<file path="src/rtl/sort_job_scheduler_pkg.sv">
// sort_job_scheduler_pkg: shared sorter geometry, scheduler watchdog default and FSM states
package sort_job_scheduler_pkg;
  localparam int DATA_WIDTH = 8;
  localparam int ELEMENT_NUM = 8;
  localparam int LOG2_ELEMENT_NUM = 3;
  localparam int TIMEOUT_CYC = 1024;
  typedef enum logic [2:0] {IDLE, RST, LOAD, RUN, DONE, ABORT} state_t;
endpackage

</file>
<file path="src/rtl/sort_job_scheduler_rr_arbiter.sv">
// sort_job_scheduler_rr_arbiter: combinational round-robin pick, first request at or after ptr_i
module sort_job_scheduler_rr_arbiter #(
  parameter int N = 4,
  localparam int PW = $clog2(N)
) (
  input  logic [N-1:0]  req_i,
  input  logic [PW-1:0] ptr_i,
  output logic [N-1:0]  gnt_o,
  output logic          valid_o
);
  // scan farthest-first so the request closest to the pointer is the last writer
  always_comb begin
    gnt_o = '0;
    for (int k = N - 1; k >= 0; k--)
      if (req_i[(int'(ptr_i) + k) % N]) gnt_o = N'(1) << ((int'(ptr_i) + k) % N);
  end
  assign valid_o = |req_i;
endmodule

</file>
<file path="src/rtl/sort_job_scheduler.sv">
// sort_job_scheduler: shares one Sorter among NREQ requesters with RR arbitration and a RUN watchdog
module sort_job_scheduler
  import sort_job_scheduler_pkg::*;
#(
  parameter int NREQ = 4,
  parameter int DATA_WIDTH = sort_job_scheduler_pkg::DATA_WIDTH,
  parameter int ELEMENT_NUM = sort_job_scheduler_pkg::ELEMENT_NUM,
  parameter int LOG2_ELEMENT_NUM = sort_job_scheduler_pkg::LOG2_ELEMENT_NUM,
  parameter int TIMEOUT_CYC = sort_job_scheduler_pkg::TIMEOUT_CYC,
  localparam int IW = $clog2(NREQ),
  localparam int WW = $clog2(TIMEOUT_CYC + 1)
) (
  input  logic                         clk,
  input  logic                         rst,
  input  logic [NREQ-1:0]              req_i,
  input  logic [NREQ*DATA_WIDTH-1:0]   req_data_i,
  output logic [NREQ-1:0]              gnt_o,
  output logic [NREQ-1:0]              pop_o,
  output logic                         out_valid_o,
  output logic [LOG2_ELEMENT_NUM-1:0]  out_addr_o,
  output logic [DATA_WIDTH-1:0]        out_data_o,
  output logic [IW-1:0]                out_id_o,
  output logic                         job_done_o,
  output logic                         job_err_o,
  output logic                         srt_rst_o,
  output logic                         srt_um_valid_o,
  output logic [DATA_WIDTH-1:0]        srt_um_data_o,
  input  logic                         srt_sm_valid_i,
  input  logic [LOG2_ELEMENT_NUM-1:0]  srt_sm_addr_i,
  input  logic [DATA_WIDTH-1:0]        srt_sm_data_i,
  input  logic                         srt_done_i
);
  state_t state_q, state_d;
  logic [IW-1:0] owner_q, owner_d, rr_q, rr_d, arb_idx;
  logic [NREQ-1:0] gnt_q, gnt_d, arb_gnt;
  logic arb_valid;
  logic [LOG2_ELEMENT_NUM-1:0] load_cnt_q, load_cnt_d;
  logic [WW-1:0] wd_q, wd_d;
  logic srt_rst_q, srt_rst_d, out_valid_q, out_valid_d;
  logic [LOG2_ELEMENT_NUM-1:0] out_addr_q, out_addr_d;
  logic [DATA_WIDTH-1:0] out_data_q, out_data_d;

  sort_job_scheduler_rr_arbiter #(.N(NREQ)) u_arb (
    .req_i  (req_i),
    .ptr_i  (rr_q),
    .gnt_o  (arb_gnt),
    .valid_o(arb_valid)
  );

  // one-hot winner to requester index
  always_comb begin
    arb_idx = '0;
    for (int k = 0; k < NREQ; k++)
      if (arb_gnt[k]) arb_idx = IW'(k);
  end

  // job sequencing; sorter reset drops only while the next state is LOAD or RUN
  always_comb begin
    state_d = state_q;
    owner_d = owner_q;
    rr_d = rr_q;
    load_cnt_d = (state_q == LOAD) ? load_cnt_q + 1'b1 : '0;
    wd_d = (state_q == RUN) ? wd_q + 1'b1 : '0;
    out_valid_d = (state_q == RUN) && srt_sm_valid_i && !srt_done_i;
    out_addr_d = out_valid_d ? srt_sm_addr_i : out_addr_q;
    out_data_d = out_valid_d ? srt_sm_data_i : out_data_q;
    case (state_q)
      IDLE: if (arb_valid) begin
        state_d = RST;
        owner_d = arb_idx;
      end
      RST: state_d = LOAD;
      LOAD: if (load_cnt_q == LOG2_ELEMENT_NUM'(ELEMENT_NUM - 1)) state_d = RUN;
      RUN: state_d = srt_done_i ? DONE : (wd_q == WW'(TIMEOUT_CYC - 1)) ? ABORT : RUN;
      DONE, ABORT: begin
        state_d = IDLE;
        rr_d = (owner_q == IW'(NREQ - 1)) ? '0 : owner_q + 1'b1;
      end
      default: state_d = IDLE;
    endcase
    srt_rst_d = !(state_d == LOAD || state_d == RUN);
    gnt_d = (state_d == RST) ? arb_gnt : (srt_rst_d ? '0 : gnt_q);
  end

  // state and datapath registers, cleared asynchronously with the sorter held in reset
  always_ff @(posedge clk or posedge rst) begin
    if (rst) begin
      state_q <= IDLE;
      owner_q <= '0;
      rr_q <= '0;
      gnt_q <= '0;
      load_cnt_q <= '0;
      wd_q <= '0;
      srt_rst_q <= 1'b1;
      out_valid_q <= 1'b0;
      out_addr_q <= '0;
      out_data_q <= '0;
    end else begin
      state_q <= state_d;
      owner_q <= owner_d;
      rr_q <= rr_d;
      gnt_q <= gnt_d;
      load_cnt_q <= load_cnt_d;
      wd_q <= wd_d;
      srt_rst_q <= srt_rst_d;
      out_valid_q <= out_valid_d;
      out_addr_q <= out_addr_d;
      out_data_q <= out_data_d;
    end
  end

  assign gnt_o = gnt_q;
  assign pop_o = (state_q == LOAD) ? gnt_q : '0;
  assign srt_um_valid_o = (state_q == LOAD);
  assign srt_um_data_o = (state_q == LOAD) ? req_data_i[int'(owner_q)*DATA_WIDTH +: DATA_WIDTH] : '0;
  assign srt_rst_o = srt_rst_q;
  assign out_valid_o = out_valid_q;
  assign out_addr_o = out_addr_q;
  assign out_data_o = out_data_q;
  assign out_id_o = owner_q;
  assign job_done_o = (state_q == DONE);
  assign job_err_o = (state_q == ABORT);
endmodule

</file>
<file path="config.mk">
export PLATFORM = sky130hd
export DESIGN_NAME = sort_job_scheduler
export DESIGN_NICKNAME = d
export VERILOG_FILES = /design/src/rtl/sort_job_scheduler_pkg.sv /design/src/rtl/sort_job_scheduler_rr_arbiter.sv /design/src/rtl/sort_job_scheduler.sv
export SDC_FILE = /design/constraint.sdc
export NUM_CORES = 1
export LEC_CHECK = 0
export ABC_AREA = 0
export BUFFER_PORTS_ARGS = -buffer_cell sky130_fd_sc_hd__buf_2
export CAP_MARGIN = 0
export CELL_PAD_IN_SITES_DETAIL_PLACEMENT = 0
export CELL_PAD_IN_SITES_GLOBAL_PLACEMENT = 1
export CORE_MARGIN = 1
export CORE_UTILIZATION = 37
export CTS_CLUSTER_DIAMETER = 50
export DETAILED_ROUTE_END_ITERATION = 8
export GPL_TIMING_DRIVEN = 0
export MAX_ROUTING_LAYER = met4
export PLACE_DENSITY_LB_ADDON = 0.1
export SLEW_MARGIN = 10
export SYNTH_ARGS = -nofsm -noshare
export SYNTH_HDL_FRONTEND = slang
export SYNTH_SLANG_ARGS = --single-unit
</file>
<file path="constraint.sdc">
create_clock -name clk -period 2.6 [get_ports clk]
set_input_delay 0.52 -clock clk [delete_from_list [all_inputs] [get_ports clk]]
set_output_delay 0.52 -clock clk [all_outputs]
set_load 0.01 [all_outputs]
</file>
==> run summary <==
path depth of the worst reg2reg path -> 8
Ys Warns -> 0
GRT Resource Usage Total -> 0.171
WS Path Type -> reg2out
Pwr per Cell Area -> 1030 nW/um2
setup slack, reg-to-reg -> 0.26 ns
Pre-antenna DRT Iters -> 4
I/O pin count -> 85
Worst-Margin Slew -> 1.07 ns
top cell type's share of synthesized area -> 0.416
total CTS buffers -> 5
HPWL Detailed -> 3.80 mm
Post-Route Setup TNS -> 0 ns
maximum vdd drop -> 0.507 mV
clk sink count -> 38
final instance area -> 2860 um2
register bit total from synthesis -> 38
Area after DPL -> 2760 um2
Crit Path Max Fanout -> 10
fin. max-slew vios -> 0
CP Capture Type -> output pin
CP cell instances -> nor3b_2 -> clkbuf_1 -> and2_1 -> buf_2
worst setup path startpoint -> state_q[0]
number of cells on the critical path -> 4
RR Startpoint -> rr_q[1]
most common cell in the netlist -> dfrtp_1
Vias/cell -> 4.94
Max Clk Rate -> 425 MHz
initial core utilization -> 0.395
Final min period -> 2.35 ns
vias in the first global route -> 1771
Root Buffer -> clkbuf_8
clock latency on the worst-skew pair -> 0.28 ns
synth unique cells -> 39
Mapped Cells -> 192
IO buf count -> 84
GP Congestion -> 0.769
Worst Clk Skew -> 0.00474 ns
clk slew on worst S/H paths -> 0.07 ns
endpoints failing setup -> 0
reg2reg end -> out_id_o[0]
CP peak stage delay -> 0.48 ns
delay-heaviest family, CP -> simple AND/OR/NAND/NOR gates
share of cells above drive strength 1 -> 0.435
Post-synth ARST share -> 1.00
Buf+Inv Stages, Crit Path -> 2
Max-Cap Viols -> 0
status -> finished, final reports clean
leakage power -> 1.42 nW
antenna violations before repair -> 0
Post-synth EDFFs -> 0
CTS tree -> yes
Worst setup SP type -> flip-flop
num rows -> 27
Critical Path End -> srt_um_data_o[5]
Netlist Area Pre-Place -> 2230 um2
Max-slew headroom -> 0.281
Synth area leader -> dfrtp_1
Post-DRT Antenna Nets -> 0
RSZ-0062 raised after global routing -> no
Register Area -> 952 um2
Core Area -> 5640 um2
Commonest cells post-synth -> dfrtp_1 (37), nor2_1 (17), and2_1 (14), inv_1 (13), mux2_2 (12)
drt wl/cell -> 13.6 um
largest net degree at the start of global routing -> 32
final wirelength -> 4.87 mm
H-tree levels -> 2
Area contributors post-synth -> dfrtp_1 (42%), mux4_2 (10%), ha_1 (6.2%)
critical path's slowest cell -> nor3b_2
DIE HEIGHT -> 79.6 um
Worst EP required -> 2.08 ns
Antenna Diode Count -> 0
Main synth FF type -> dfrtp_1
# fillers -> 545
Congestion Overflow GR -> 0
Via Count -> 1765
Clock Tree Buf Depth -> 2
die area -> 6330 um2
Synthesized Nets -> 254
initial DRC count -> 112
Seq/Total Area, Yosys -> 0.428
synth-to-layout area growth -> 28.3%
first-pass GRT wire length -> 8.16 mm
CP arrival -> 1.83 ns
Synth Area per Inst -> 11.6 um2
WHS -> 0.136 ns
Final Hold Viols -> 0
multi-input logic area -> 1180 um2
fin nets -> 346
crit share post-route -> 0.904
# DRC -> 0
chip width -> 79.6 um
Hold Crit Class -> in2async
worst min-delay path by stage:
| stage | slack [ns] | end | start | depth (start not counted) |
|---|---|---|---|---|
| 4_1_cts | 0.13 | out_data_o[0] | rst | 2 |
| 6_report | 0.14 | out_data_o[0] | rst | 2 |
| 3_5_place_dp | 0.43 | load_cnt_q[0] | load_cnt_q[0] | 1 |
| 5_1_grt | 0.15 | wd_q[6] | rst | 2 |
| 2_1_floorplan | 0.41 | load_cnt_q[0] | load_cnt_q[0] | 1 |
| 3_3_place_gp | 0.43 | load_cnt_q[0] | load_cnt_q[0] | 1 |
cell families after synthesis:
| family | Yosys count | synth area share |
|---|---|---|
| AOI/OAI and AO/OA | 23 | 0.0815 |
| xor gates and xnor gates | 9 | 0.0354 |
| adders and majority gates | 11 | 0.0618 |
| buffers and inverters | 21 | 0.0427 |
| DFF | 38 | 0.428 |
| muxes | 28 | 0.203 |
| and+or+nand+nor | 62 | 0.147 |
power breakdown:
part           switching, W  leakage [nW]  internal, W
Sequential         0.000136         0.488     0.000792
Clock              0.000197        0.0482     0.000214
Combinational      0.000816         0.879     0.000779
Total               0.00115          1.42      0.00179
sequential cells by signal (all words and copies together), names as in the netlist, 2 cells and up:
| name | cells |
|---|---|
| rr_q | 2 |
| gnt_o | 4 |
| out_data_o | 8 |
| wd_q | 11 |
| out_addr_o | 3 |
| out_id_o | 2 |
| state_q | 3 |
| load_cnt_q | 3 |
metrics by stage:
stage,setup slack [ns],utilization,total power (W),cells
6_report,0.249,0.506,0.00293,357
3_5_place_dp,0.126,0.489,0.00254,349
2_1_floorplan,0.450,-,0.00203,192
4_1_cts,0.110,0.506,0.00296,357
3_3_place_gp,0.0978,0.485,0.00252,348
5_1_grt,0.0479,0.506,0.00318,357
layer usage:
| metal | vias to the layer above | global-route usage | share of wire |
|---|---|---|---|
| li1 | 870 | - | - |
| met1 | 836 | 0.211 | 0.45 |
| met2 | 55 | 0.285 | 0.50 |
| met3 | 4 | 0.0286 | 0.045 |
| met4 | 0 | 0.0564 | 0.0074 |
| met5 | - | - | 0 |
layout by cell type, fill, tap and decap left out, types with 3 or more instances in the layout:
cell type | synthesis | final
mux4_2 | 10 | 11
dfrtp_1 | 37 | 37
a211o_1 | 3 | 3
o2bb2ai_1 | 3 | 3
nand2b_1 | 5 | 5
ha_1 | 11 | 11
xor2_1 | 4 | 4
nand2_1 | 8 | 8
buf_2 | 1 | 85
mux2_2 | 12 | 12
nand3_1 | 5 | 5
xnor2_1 | 5 | 5
and3_1 | 3 | 3
and2_1 | 14 | 14
clkbuf_8 | 0 | 6
mux2i_1 | 4 | 4
inv_1 | 13 | 12
clkbuf_1 | 4 | 4
a31oi_1 | 4 | 4
nor2_1 | 17 | 17
what timing repair did:
item | in CTS | in global routing
endpoints found under the setup margin | 10 | 2
hold buffers | 0 | 0
buffers inserted | 0 | 0
gates resized for setup | 2 | 2
hold endpoints to repair | 0 | 0
cell type report:
type                            instances  area share
Multi-Input combinational cell        133       0.415
Timing Repair Buffer                   85       0.154
Tap cell                               72      0.0316
Sequential cell                        38       0.333
Clock inverter                          1     0.00175
Inverter                               13      0.0171
Buffer                                  8      0.0167
Clock buffer                            7      0.0302
worst register-to-register path, delay by kind of cell, from the launching register on:
family / cells / cell delay, ns
buffers and inverters: 2 / 0.31
muxes: 1 / 0.40
AOI/OAI and AO/OA: 3 / 0.67
adders and majority gates: 1 / 0.38
DFF: 1 / 0.41
and+or+nand+nor: 1 / 0.09
Power figures use the tool's default switching activity.
